`src/rtl/key_sel_pkg.sv`:
```
// Shared definitions for the key-driven select generator: FSM encoding and
// default filter / auto-toggle lengths (50 MHz system clock).
package key_sel_pkg;

  typedef enum logic [1:0] {
    IDLE           = 2'd0,
    PRESS_FILTER   = 2'd1,
    PRESSED        = 2'd2,
    RELEASE_FILTER = 2'd3
  } key_state_t;

  localparam logic [19:0] CNT_MAX_DEF  = 20'd999_999;
  localparam logic [25:0] AUTO_MAX_DEF = 26'd49_999_999;

endpackage

```
`src/rtl/key_sync2.sv`:
```
// Two-flop synchronizer for the raw push-button; idles high (key released).
module key_sync2 (
  input  logic clk,
  input  logic rst_n,
  input  logic d,
  output logic q
);

  logic key_s1;

  // NOTE: sequential state uses non-blocking assignments so both flops sample
  // their inputs on the same edge and form a real two-stage chain.
  always_ff @(posedge clk or negedge rst_n) begin
    if (!rst_n) begin
      key_s1 <= 1'b1;
      q      <= 1'b1;
    end else begin
      key_s1 <= d;
      q      <= key_s1;
    end
  end

endmodule

```
`src/rtl/key_sel_ctrl.sv`:
```
// Debounced press/release FSM that toggles sel once per clean key press and
// pulses key_flag. Define KEY_SEL_AUTO_EN to add a periodic auto-toggle of sel.
module key_sel_ctrl
  import key_sel_pkg::*;
#(
  parameter logic [19:0] CNT_MAX  = CNT_MAX_DEF,
  parameter logic [25:0] AUTO_MAX = AUTO_MAX_DEF
) (
  input  logic sys_clk,
  input  logic sys_rst_n,
  input  logic key_in,
  output logic sel,
  output logic key_flag
);

  key_state_t  state;
  logic [19:0] cnt;
  logic        key_s2;
  logic        press_ok;
  logic        toggle;

  // A zero auto period would flip sel on every clock.
  if (AUTO_MAX == '0) begin : g_auto_max_invalid
    $error("key_sel_ctrl: AUTO_MAX must be non-zero");
  end

  key_sync2 u_sync (
    .clk   (sys_clk),
    .rst_n (sys_rst_n),
    .d     (key_in),
    .q     (key_s2)
  );

  assign press_ok = (state == PRESS_FILTER) && !key_s2 && (cnt == CNT_MAX);

`ifdef KEY_SEL_AUTO_EN
  logic [25:0] auto_cnt;
  logic        auto_tick;

  assign auto_tick = (auto_cnt == AUTO_MAX);
  // A press and an auto tick landing together still give a single toggle.
  assign toggle    = press_ok || auto_tick;

  always_ff @(posedge sys_clk or negedge sys_rst_n) begin
    if (!sys_rst_n)
      auto_cnt <= '0;
    else if (toggle)
      auto_cnt <= '0;
    else
      auto_cnt <= auto_cnt + 26'd1;
  end
`else
  assign toggle = press_ok;
`endif

  always_ff @(posedge sys_clk or negedge sys_rst_n) begin
    if (!sys_rst_n) begin
      state    <= IDLE;
      cnt      <= '0;
      key_flag <= 1'b0;
      sel      <= 1'b0;
    end else begin
      key_flag <= press_ok;
      if (toggle)
        sel <= ~sel;

      case (state)
        IDLE: begin
          if (!key_s2) begin
            state <= PRESS_FILTER;
            cnt   <= '0;
          end
        end
        PRESS_FILTER: begin
          if (key_s2) begin
            state <= IDLE;
            cnt   <= '0;
          end else if (cnt == CNT_MAX) begin
            state <= PRESSED;
            cnt   <= '0;
          end else begin
            cnt <= cnt + 20'd1;
          end
        end
        PRESSED: begin
          if (key_s2) begin
            state <= RELEASE_FILTER;
            cnt   <= '0;
          end
        end
        RELEASE_FILTER: begin
          if (!key_s2) begin
            state <= PRESSED;
            cnt   <= '0;
          end else if (cnt == CNT_MAX) begin
            state <= IDLE;
            cnt   <= '0;
          end else begin
            cnt <= cnt + 20'd1;
          end
        end
        default: begin
          state <= IDLE;
          cnt   <= '0;
        end
      endcase
    end
  end

endmodule

```
`config.mk`:
```
export PLATFORM = sky130hd
export DESIGN_NAME = key_sel_ctrl
export DESIGN_NICKNAME = d
export VERILOG_FILES = /design/src/rtl/key_sel_pkg.sv /design/src/rtl/key_sync2.sv /design/src/rtl/key_sel_ctrl.sv
export SDC_FILE = /design/constraint.sdc
export NUM_CORES = 1
export LEC_CHECK = 0
export ABC_AREA = 0
export BUFFER_PORTS_ARGS = -buffer_cell sky130_fd_sc_hd__buf_2
export CAP_MARGIN = 20
export CORE_UTILIZATION = 54
export CTS_CLUSTER_SIZE = 20
export DETAILED_ROUTE_END_ITERATION = 8
export PLACE_DENSITY_LB_ADDON = 0.3
export SYNTH_ARGS = -nofsm -noshare
export SYNTH_HDL_FRONTEND = slang
export SYNTH_SLANG_ARGS = --single-unit
```
`constraint.sdc`:
```
create_clock -name sys_clk -period 1.7 [get_ports sys_clk]
set_clock_uncertainty 0.15 [all_clocks]
set_input_delay 0.34 -clock sys_clk [delete_from_list [all_inputs] [get_ports sys_clk]]
set_output_delay 0.34 -clock sys_clk [all_outputs]
set_load 0.05 [all_outputs]
```
* Word level (Yosys, flattened, before mapping)
Cells that the tools add are included.
** Word-level totals
- Register bits after elaboration :: 26
- Bits of input ports :: 3
- Output and inout bits :: 2
- Word-level logic and storage cells :: 35
** Operators by class
- Add/sub/neg operators :: 1
- Eq/ne operators :: 8
- Mux-type cells :: 13
- Bitwise logic cells :: 1
- Reduce and logical (&&, ||, !) cells :: 6
** Operators by type and width (number)
- 20-bit two-way mux :: 5
- 20-bit one-hot mux with 4 select lines :: 1
- 20-bit by 1-bit adder with 20-bit output (second input constant) :: 1
- 20-bit == test (second input constant) :: 1
- 2-bit two-way mux :: 6
- 2-bit one-hot mux with 4 select lines :: 1
- 2-bit == test (second input constant) :: 2
- 4-bit AND reduction :: 1
- 3-bit by 1-bit != test with 1-bit output (second input constant) :: 1
- 3-bit != test (second input constant) :: 1
- 2-bit by 1-bit == test with 1-bit output (second input constant) :: 1
- 1-bit logical AND :: 2
- 2-bit logical NOT :: 1
- 2-bit by 1-bit != test with 1-bit output (second input constant) :: 1
- 2-bit != test (second input constant) :: 1
- 2-bit AND reduction :: 1
- 1-bit logical NOT :: 1
- 1-bit inverter :: 1

* Logic depth before layout (Yosys ltp)
Gate-level depths: netlist of run 1.
- Depth in word-level cells :: 4
- Gate-level depth with buffers :: 8
- Depth with buffers taken out :: 6

* Modules after synthesis
Synthesis of run 1 repeated with hierarchy kept, for this count alone.
** Unflattened totals
- Cell total of the unflattened synthesis :: 140
- Area total of the unflattened synthesis :: 1372.6 um^2
** Modules (own cells, without submodules)
- key_sel_ctrl :: times used 1, cells an instance 138, area an instance 1320.0 um^2, seq. area each 600.6 um^2
- key_sync2 :: times used 1, cells an instance 2, area an instance 52.6 um^2, seq. area each 52.6 um^2

* Worst setup path after synthesis of run 1
No wires, ideal clock.
- Path type :: register -> register
- Start :: reg cnt[0]
- End :: reg cnt[12]
- Library setup time :: 0.121 ns
- Data arrival time :: 1.625 ns
- Slack :: -0.196 ns
- Stages on the path, launching flop included :: 8
- Buffers on the path :: 2
- Cells stage by stage :: dfrtp_1 > ha_1 > nand2_1 > nor4_4 > a21oi_2 > buf_6 > buf_6 > a22o_1
** On the way
- Word-level cells in the longest chain between the ends :: 4
- Elaborated cells between the ends (all ways) :: 6
** Ends and longest elaborated chain
- start: declaration :: line key_sel_ctrl.sv:17 : logic [19:0] cnt;
- start signal: assignment :: line key_sel_ctrl.sv:82 : cnt <= cnt + 20'd1;
- start signal: assignment :: line key_sel_ctrl.sv:99 : cnt <= cnt + 20'd1;
- 20-bit by 1-bit adder with 20-bit output / 20-bit == test (equally long branches)
- 20-bit two-way mux * :: line key_sel_ctrl.sv:78, key_sel_ctrl.sv:95
- 20-bit two-way mux (on tied branches) :: line key_sel_ctrl.sv:92, key_sel_ctrl.sv:75
- 20-bit one-hot mux with 4 select lines * :: line key_sel_ctrl.sv:67 : case (state)
Every way passes the cells marked *; elsewhere a longest branch is shown, timed or not.
A chain may end at the register's enable or synchronous reset.

* Final worst setup path of run 1
- Start :: reg cnt[1]
- End :: reg cnt[6]
The elaborated chain is that of the path after synthesis.

==> summary.txt, run 1 <==
Outcome
  • Status: finished, violations left
  • Failing checks: setup timing

Final layout
  • Area grow syn2layout: 49.37%
  • # diodes: 0
  • Final instance area: 0.002063 mm2
  • Layout Nets: ~200
  • Fill cells: 102
  • Layout cells sized above 1: about half
  • Register area: ~650 um2
  • Multi-input gate area: 864.6 um2
  • Non-Filler Instances: 226

Power and ir drop
  • Peak VDD IR: 0.7055 mV
  • Cell area power density: 615.7 mW/mm2
  • Leak: ~0.95 nW

Global routing
  • Antenna violations before repair: 0
  • GR Overflow Total: 0
  • First-pass GRT wire length: 6.527 mm
  • Vias in the first global route: between 1000 and 1500
  • Gr usage total: 33.87%
  • Pin count of the biggest net entering global routing: 27

Clock network
  • Htree depth: 1
  • Clock Tree Root: clkbuf_4
  • Clk buf depth: 2
  • Clock Pin Slew Worst Setup and Hold Paths: about 0.15 ns
  • Clk sinks: 26
  • TritonCTS clock tree: yes
  • Cts bufs inserted: 3
  • Worst-Skew Late Latency: 0.33 ns

Place
  • Placed cells: 211
  • IO Port Bufs: 4
  • GP Congestion: 0.8469
  • DP Wirelength: 2.607 mm
  • Placed inst area: 0.001748 mm2

Worst setup path
  • Crit path max fanout: 7
  • Reg2Reg Depth: 8
  • CP required: around 1.8 ns
  • CP Class: reg2reg
  • Critical path endpoint category: register
  • Startpoint Class: register
  • CP arrival: 2.03 ns

STA
  • Worst setup margin: -0.2276 ns
  • Post-Route Setup TNS: -3.327 ns
  • Slew HR: 61.09%
  • Fin crit share: 113.4%
  • Final Hold Vio Count: 0
  • Final Setup Violations: 21
  • Final Slew Violations: 0
  • Tmin final: 1.928 ns
  • Worst-Margin Slew: 0.5836 ns
  • Fmax: 518.8 MHz
  • RSZ-0062 raised after global routing: yes

Job
  • Max_cap viols: 0

Logic synthesis
  • Asr flop ratio synth: 100.0%
  • Syn Nets: 148
  • Main synth FF type: dfrtp_1
  • Yosys Warn Count: 0
  • Synthesized flop and latch total: 26
  • Ranking of synthesized cells by area: dfrtp_1 (43%), nand3_1 (5.1%), nand2_1 (4.9%), a21oi_1 (4.3%), dfstp_2 (3.8%)
  • Top cell type's share of synthesized area: 43.48%
  • Mapped Area: 0.001381 mm2
  • Average size of a mapped cell: 9.593 um2
  • Post-Synthesis Cells: 144
  • Register area share after synthesis: around 47%
  • EDFF count, synth: 0
  • Yosys top cell by area: dfrtp_1
  • Synth unique cells: 40

Floorplanning
  • Core Box Area: 0.002318 mm2
  • Top Ports: 5
  • Chip height: 52.58 um
  • Num rows: 17
  • Die area: around 0.0028 mm2
  • Initial Util: 59.58%
  • Die Wd: ~53 um

Drt
  • Vias after detailed routing: 1503
  • Final wirelength: 4.907 mm
  • Drt via density: 6.650
  • DRT iter0 DRCs: between 60 and 70
  • DRT Pass-1 Iters: 5
  • Routed Antenna Nets: 0
  • # DRC: 0
  • Drt wl/cell: 21.71 um

Hold path
  • Min-Delay Path Class: reg2reg
  • Hold depth: 0
cell type report:
class	count	area share, %
multi-input cells	109	41.90
flip-flops and latches	26	31.72
repair buffers	56	21.59
well taps	28	1.698
clock inverters	1	1.455
clock buffers	3	1.092
inverters	3	0.5458
metrics by stage:
| step | power [W] | hold slack (ns) | util, % | worst slack (ns) |
|---|---|---|---|---|
| after floorplan | 0.0007302 | -0.1056 | - | -0.05161 |
| after global routing | 0.001297 | 0.2245 | 88.99 | -0.2800 |
| final | 0.001270 | 0.2227 | 88.99 | -0.2276 |
| after CTS | 0.001240 | 0.2230 | 85.16 | -0.1501 |
| after global placement | 0.0007848 | 0.1977 | 75.39 | -0.06086 |
| after detailed placement | 0.0007932 | 0.2033 | 75.39 | -0.1404 |
state kept, by name (all words and copies together) (netlist names), named ones only:
register,cells
cnt,20
key_flag,1
sel,1
state,1
u_sync.key_s1,1
u_sync.q,1
path summary, 6_finish.rpt:
path                       slack [ns]     startpoint  endpoint
max                             -0.23         cnt[1]    cnt[6]
min                              0.22  u_sync.key_s1  u_sync.q
max reg2reg                     -0.23         cnt[1]    cnt[6]
min reg2reg                      0.22  u_sync.key_s1  u_sync.q
max in group asynchronous        0.60      sys_rst_n    cnt[2]
min in group asynchronous        0.36      sys_rst_n   cnt[10]
cells in the mapped netlist (3+ instances only):
cell and instances:
a21o_1 3, a21oi_1 12, a31oi_1 7, a41oi_1 3, dfrtp_1 24, inv_1 3, mux2i_1 3, nand2_1 18
nand3_1 14, nand4_1 3, nor2_1 7, nor3_1 3, o21ai_0 7
worst max-delay path, cell delays in order, from the launching register on:
cell and delay, ns:
dfrtp_1 0.45, ha_4 0.19, nand2_4 0.08, nor4_4 0.04, buf_4 0.16, a21oi_4 0.29, buf_6 0.20, o21ai_1 0.08
a31oi_1 0.20
per-layer routing:
metal / part of all wire (%) / track usage, % / up-vias
li1: - / - / 643
met1: 37 / 34.20 / 728
met2: 52 / 62.24 / 104
met3: 7.1 / 5.797 / 28
met4: 4.7 / 22.81 / 0
met5: 0 / 0 / -
placed cells by master (no fill, tap or decap), types with 3 or more instances in the layout:
| cell type | count |
|---|---|
| a21oi_2 | 9 |
| a31oi_1 | 7 |
| a41oi_2 | 3 |
| buf_2 | 4 |
| buf_4 | 42 |
| buf_6 | 8 |
| clkbuf_4 | 3 |
| dfrtp_1 | 23 |
| inv_1 | 3 |
| mux2i_1 | 3 |
| nand2_1 | 16 |
| nand3_1 | 10 |
| nand3_2 | 4 |
| nand4_1 | 3 |
| nor2_1 | 7 |
| o21ai_2 | 5 |
cells by family after synthesis:
kind of cell    share of synthesized area, %
flops                                  47.28
xor+xnor                               1.903
compound gates                         17.84
buf+inv                                3.713
fa+ha+maj                             0.9057
simple gates                           26.18
mux                                    2.174
what timing repair did:
item	in CTS	in global routing
endpoints found under the setup margin	23	24
setup buffers	10	4
cloned	2	0
resized for setup	27	20
pin swaps	15	16
hold endpoints to repair	25	0
hold buffers	2	0
power breakdown:
group / switching, W / leakage [nW] / internal [W] / total, W
Clock: 0.000194 / 0.0279 / 0.000239 / 0.000432
Sequential: 0.0000193 / 0.351 / 0.000638 / 0.000657
Combinational: 0.000101 / 0.572 / 0.0000802 / 0.000181
No activity file was read; power rests on OpenSTA's default activity.
==> run 2: changes to the inputs <==
Settings changed: CAP_MARGIN 20 to 40, SYNTH_HIERARCHICAL set to 1.
==> run 2 against run 1 <==
Effect of this change:
- the flow still finishes with violations (setup timing)
- die area is 0.61% lower
- combinational power grew to 3.3 times the previous value
- fmax is 0.19% higher
- hold slack worse by 0.0080 ns
- non-clock buffer count is 7 lower
==> summary.txt, run 2 <==
Outcome
  • Status: finished, violations left
  • Failing checks: setup timing

Global routing
  • Gr usage total: 31.39%
  • Antenna violations before repair: 0
  • Grt met3 use: 4.348%
  • Pin count of the biggest net entering global routing: 27
  • Met2 Use GR: approximately 54%
  • First-pass GRT wire length: 6.161 mm
  • Met1 Use GR: 38.38%
  • Vias in the first global route: 1336
  • GR Overflow Total: 0
  • Most used routing layer in global routing: met2

Worst setup path
  • CP arrival: 2.00 ns
  • Crit path max fanout: 8
  • Slowest CP cell: dfrtp_1
  • CP Class: reg2reg
  • CP Buf/Inv Count: 1
  • CP required: about 1.8 ns
  • Critical path endpoint category: register
  • Critical Path, Cell by Cell: nand3b_1 > nor4_4 > a21oi_2 > buf_6 > and3_4 > a221o_1
  • CP max stage delay: approximately 0.4 ns
  • Worst path top cell family by delay: simple AND/OR/NAND/NOR gates
  • Startpoint Class: register

Final layout
  • Max reg flops: 20
  • Layout Nets: around 190
  • Commonest cells after routing, fill and taps aside: buf_4 (37), dfrtp_1 (22), nand2_1 (12)
  • Most common cell after layout, fill and taps aside: buf_4
  • Fill cells: around 100
  • Area grow syn2layout: 48.68%
  • Most flop-heavy register: cnt
  • Layout cells sized above 1: 51.34%
  • # diodes: 0
  • Final instance area: 0.002041 mm2

Drt
  • DRT Pass-1 Iters: 6
  • Routed Antenna Nets: 0
  • # DRC: 0
  • Vias after detailed routing: 1396
  • DRT iter0 DRCs: 64
  • Drt via density: 6.493
  • Drt wl/cell: slightly above 20 um
  • Final wirelength: approximately 4.4 mm

Logic synthesis
  • Most numerous cell in the Yosys netlist: dfrtp_1
  • Post-Synthesis Cells: 140
  • Synthesized flop and latch total: 26
  • Top cell type's share of synthesized area: 43.76%
  • Yosys Warn Count: 6
  • Main synth FF type: dfrtp_1
  • Synth unique cells: 37
  • Ranking of synthesized cells by area: dfrtp_1 (44%), a31oi_1 (5.5%), nor4_4 (4.6%), a21oi_1 (4.4%), nand2_1 (4.1%)
  • EDFF count, synth: 0
  • Yosys top cell by area: dfrtp_1
  • Syn Nets: between 100 and 150
  • Average size of a mapped cell: 9.804 um2
  • Leading cell types by count after synthesis: dfrtp_1 (24), nand2_1 (15), a21oi_1 (12), a31oi_1 (12), o21ai_0 (9)
  • Mapped Area: 0.001373 mm2
  • Register area share after synthesis: 47.58%
  • Asr flop ratio synth: 100.0%

STA
  • Post-Route Setup TNS: -3.360 ns
  • Final Hold Vio Count: 0
  • Final Slew Violations: 0
  • Tmin final: 1.924 ns
  • Worst setup margin: -0.2241 ns
  • Fin crit share: 113.2%
  • Fmax: 519.7 MHz
  • Final Setup Violations: 22
  • Slew HR: about 61%
  • RSZ-0062 raised after global routing: yes
  • Worst-Margin Slew: 0.5839 ns

Place
  • Placed inst area: around 0.0017 mm2
  • DP Wirelength: approximately 2.4 mm
  • GP Congestion: approximately 0.83
  • IO Port Bufs: 4

Floorplanning
  • Die area: approximately 0.0027 mm2
  • Initial Util: 59.75%
  • Num rows: 17
  • Top Ports: 5
  • Chip height: 52.42 um
  • Die Wd: 52.42 um
  • Core Box Area: 0.002297 mm2

Power and ir drop
  • Peak VDD IR: 0.6313 mV
  • Leak: 0.9107 nW
  • Total chip power: 0.001595 W
  • Cell area power density: just under 800 mW/mm2

Clock network
  • Clock Pin Slew Worst Setup and Hold Paths: 0.14 ns
  • Worst-Skew Late Latency: 0.32 ns
  • Clk sinks: 26
  • Clock Tree Root: clkbuf_4
  • Htree depth: 1
  • TritonCTS clock tree: yes
  • Cts bufs inserted: 3
  • Clk buf depth: 2

Job
  • Max_cap viols: 0

Hold path
  • Min-Delay Path Class: reg2reg
run 2: layout make-up:
cell class                      instances  area (um2)  share of cell area, %
Timing Repair Buffer                   49       425.4                  20.85
Sequential cell                        26       655.6                  32.13
Inverter                                4       27.53                  1.349
Tap cell                               28       35.03                  1.717
Clock buffer                            4       26.28                  1.288
Multi-Input combinational cell        104       870.8                  42.67
run 2: timing repair:
item	4_1_cts	5_1_grt
gates resized for setup	15	31
hold buffers	2	0
setup buffers	5	3
pin swaps	8	6
gates cloned	0	1
hold endpoints to repair	25	0
setup endpoints to repair	17	24
run 2: layer usage:
layer  wire, um  part of all wire [%]
met1       1815                    41
met2       2178                    49
met3        305                   6.9
met4        124                   2.8
met5          0                     0
run 2: logic make-up (layout without fill, tap and decap cells):
group | count (synthesis) | in the layout | synth area share, %
and+or+nand+nor | 56 | 56 | 25.98
muxes | 1 | 1 | 0.7293
DFF | 26 | 26 | 47.58
xor gates and xnor gates | 5 | 5 | 3.191
AOI/OAI and AO/OA | 41 | 41 | 17.69
buffers and inverters | 10 | 57 | 3.919
adders and majority gates | 1 | 1 | 0.9114
run 2: worst register-to-register path, stage by stage (launching register included):
cell and delay, ns:
dfrtp_1 0.41, nand3b_1 0.21, nor4_4 0.35, a21oi_2 0.13
buf_6 0.16, and3_4 0.16, a221o_1 0.25
run 2: power by group:
part | leakage (nW) | switching, W | internal (W) | total [W]
Combinational | 0.546 | 0.000327 | 0.000272 | 0.000598
Sequential | 0.349 | 0.0000628 | 0.000660 | 0.000723
Clock | 0.0150 | 0.000181 | 0.0000919 | 0.000273
run 2: path summary, 6_finish.rpt:
check                         startpoint       end  slack, ns  cells after the start
max                               cnt[6]   cnt[19]      -0.22                      6
min                        u_sync/key_s1  u_sync/q       0.21                      0
max reg2reg                       cnt[6]   cnt[19]      -0.22                      6
min reg2reg                u_sync/key_s1  u_sync/q       0.21                      0
max in group asynchronous      sys_rst_n    cnt[3]       0.61                      2
min in group asynchronous      sys_rst_n   cnt[14]       0.38                      2
run 2: metrics by stage:
stage / setup slack, ns / utilization (%) / std cells / hold WS [ns]
after CTS: -0.1380 / 81.15 / 211 / 0.2154
after global placement: -0.07998 / 74.40 / 200 / 0.1964
after detailed placement: -0.1563 / 74.40 / 200 / 0.1968
after global routing: -0.2827 / 88.83 / 215 / 0.2223
final: -0.2241 / 88.83 / 215 / 0.2147
after floorplan: -0.07627 / - / 140 / -0.1056
==> run 3: changes to the inputs <==
Settings changed: CORE_UTILIZATION 54 to 60.
Clock period 1.7 ns to 1.9 ns, I/O delays scaled along.
==> run 3 against run 2 <==
Effect of this change:
- the run still ends with setup timing left
- setup slack improved by 0.15 ns
- clock power grew 46%
- wire length is 0.16% higher
- fmax fell by 2.5%
- largest power group unchanged
==> summary.txt, run 3 (same netlist as run 2, synthesis figures left out) <==
Outcome
  • Status: finished, violations left
  • Failing checks: setup timing

Worst setup path
  • Startpoint Class: register
  • CP max stage delay: 0.43 ns
  • CP required: 1.99 ns
  • Slowest CP cell: dfrtp_1
  • Crit path max fanout: 4
  • Critical path endpoint category: register
  • Critical Path, Cell by Cell: ha_4 > nand3_4 > buf_6 > nor4_4 > buf_4 > nand4_1 > a21oi_2 > o21ai_2
  • CP arrival: ~2.1 ns
  • CP Class: reg2reg

Power and ir drop
  • Peak VDD IR: 0.8216 mV
  • Leak: 0.8533 nW
  • Cell area power density: 819.4 mW/mm2

Floorplanning
  • Initial Util: 66.57%
  • Chip height: approximately 50 um
  • Num rows: 16
  • Die area: 0.002483 mm2
  • Top Ports: 5
  • Core Box Area: 0.002062 mm2
  • Die Wd: around 50 um

Drt
  • Vias after detailed routing: roughly 1400
  • # DRC: 0
  • DRT Pass-1 Iters: 4
  • DRT iter0 DRCs: 58
  • Routed Antenna Nets: 0
  • Drt via density: 6.500
  • Drt wl/cell: 21.10 um
  • Final wirelength: 4.431 mm

Clock network
  • Clk buf depth: 2
  • Clock Tree Root: clkbuf_4
  • Htree depth: 1
  • Cts bufs inserted: 3
  • TritonCTS clock tree: yes
  • Clock Pin Slew Worst Setup and Hold Paths: 0.16 ns
  • Clk sinks: 26
  • Worst-Skew Late Latency: 0.34 ns

Global routing
  • GR Overflow Total: 0
  • Antenna violations before repair: 0
  • Gr usage total: 34.08%
  • Vias in the first global route: 1278
  • First-pass GRT wire length: roughly 6.3 mm
  • Pin count of the biggest net entering global routing: 27

STA
  • Post-Route Setup TNS: -0.1605 ns
  • Tmin final: 1.974 ns
  • Worst setup margin: -0.07430 ns
  • Fmax: slightly above 500 MHz
  • Final Hold Vio Count: 0
  • Final Slew Violations: 0
  • Worst-Margin Slew: around 0.6 ns
  • RSZ-0062 raised after global routing: yes
  • Final Setup Violations: 4
  • Slew HR: 60.52%
  • Fin crit share: 103.9%

Final layout
  • Max reg flops: 20
  • Final Util: 89.87%
  • Layout cells sized above 1: between 40% and 50%
  • # diodes: 0
  • Commonest cells after routing, fill and taps aside: buf_4 (36), dfrtp_1 (21), nand2_1 (14)
  • Fill cells: 93
  • Layout Nets: 188
  • Area grow syn2layout: 35.00%
  • Most flop-heavy register: cnt
  • Final instance area: 0.001853 mm2
  • Most common cell after layout, fill and taps aside: buf_4

Place
  • Placed inst area: 0.001603 mm2
  • DP Wirelength: 2.331 mm
  • IO Port Bufs: 4
  • GP Congestion: 0.8554

Hold path
  • Min-Delay Path Class: reg2reg

Job
  • Max_cap viols: 0
run 3: cell types whose count changed in the layout (fill, tap and decap cells not counted), sizes merged:
cell,before,now
inv,3,4
bufinv,0,1
buf,46,42
a21oi,13,14
clkbuf,5,3
clkinv,1,0
run 3: metal layers:
metal  vias to the layer above  wire length (um)  GRT usage [%]
li1                        603                 -              -
met5                         -                 0              0
met2                        64              2277          63.96
met4                         0               169          5.714
met1                       680              1807          41.25
met3                        18               176          4.938
run 3: worst paths after layout:
path,startpoint,endpoint,slack (ns),cells after the start
worst max register to register,cnt[1],cnt[18],-0.07,8
max in group asynchronous,sys_rst_n,cnt[2],0.78,2
worst max-delay path,cnt[1],cnt[18],-0.07,8
worst min register to register,u_sync/key_s1,u_sync/q,0.22,0
worst min-delay path,u_sync/key_s1,u_sync/q,0.22,0
min in group asynchronous,sys_rst_n,sel,0.40,2
run 3: area by class of cell:
class                           count  area, um2  area share, %
Clock inverter                      1      30.03          1.621
Timing Repair Buffer               44      332.8          17.96
Multi-Input combinational cell    105      762.0          41.12
Sequential cell                    26      656.9          35.45
Tap cell                           27      33.78          1.823
Clock buffer                        3      22.52          1.215
Inverter                            4      15.01         0.8103
run 3: critical path: cells and delay by family (launching register included):
kind	cells	cell delay, ns
simple gates	3	0.50
buf+inv	2	0.34
fa+ha+maj	1	0.17
compound gates	2	0.29
flops	1	0.43
run 3: timing repair:
action / in CTS / in global routing
endpoints found under the hold margin: 25 / 0
gates resized for setup: 3 / 17
pin swaps: 4 / 10
setup buffers: 6 / 7
hold buffers: 2 / 0
setup endpoints to repair: 11 / 18
gates cloned: 0 / 1
run 3: power by group:
group          switching (W)  leakage, nW  internal, W
Clock               0.000184       0.0279     0.000213
Sequential         0.0000479        0.348     0.000591
Combinational       0.000286        0.478     0.000196
run 3: stage by stage:
step                hold WS [ns]   power, W  std cells  worst slack, ns
finish                    0.2205   0.001518        210         -0.07430
detailed placement        0.2009  0.0009692        191         -0.04436
global route              0.2239   0.001562        210          -0.1683
floorplan               -0.06559  0.0008464        140          0.03019
CTS                       0.2209   0.001374        203         0.003521
global placement          0.1966  0.0009408        191          0.04173
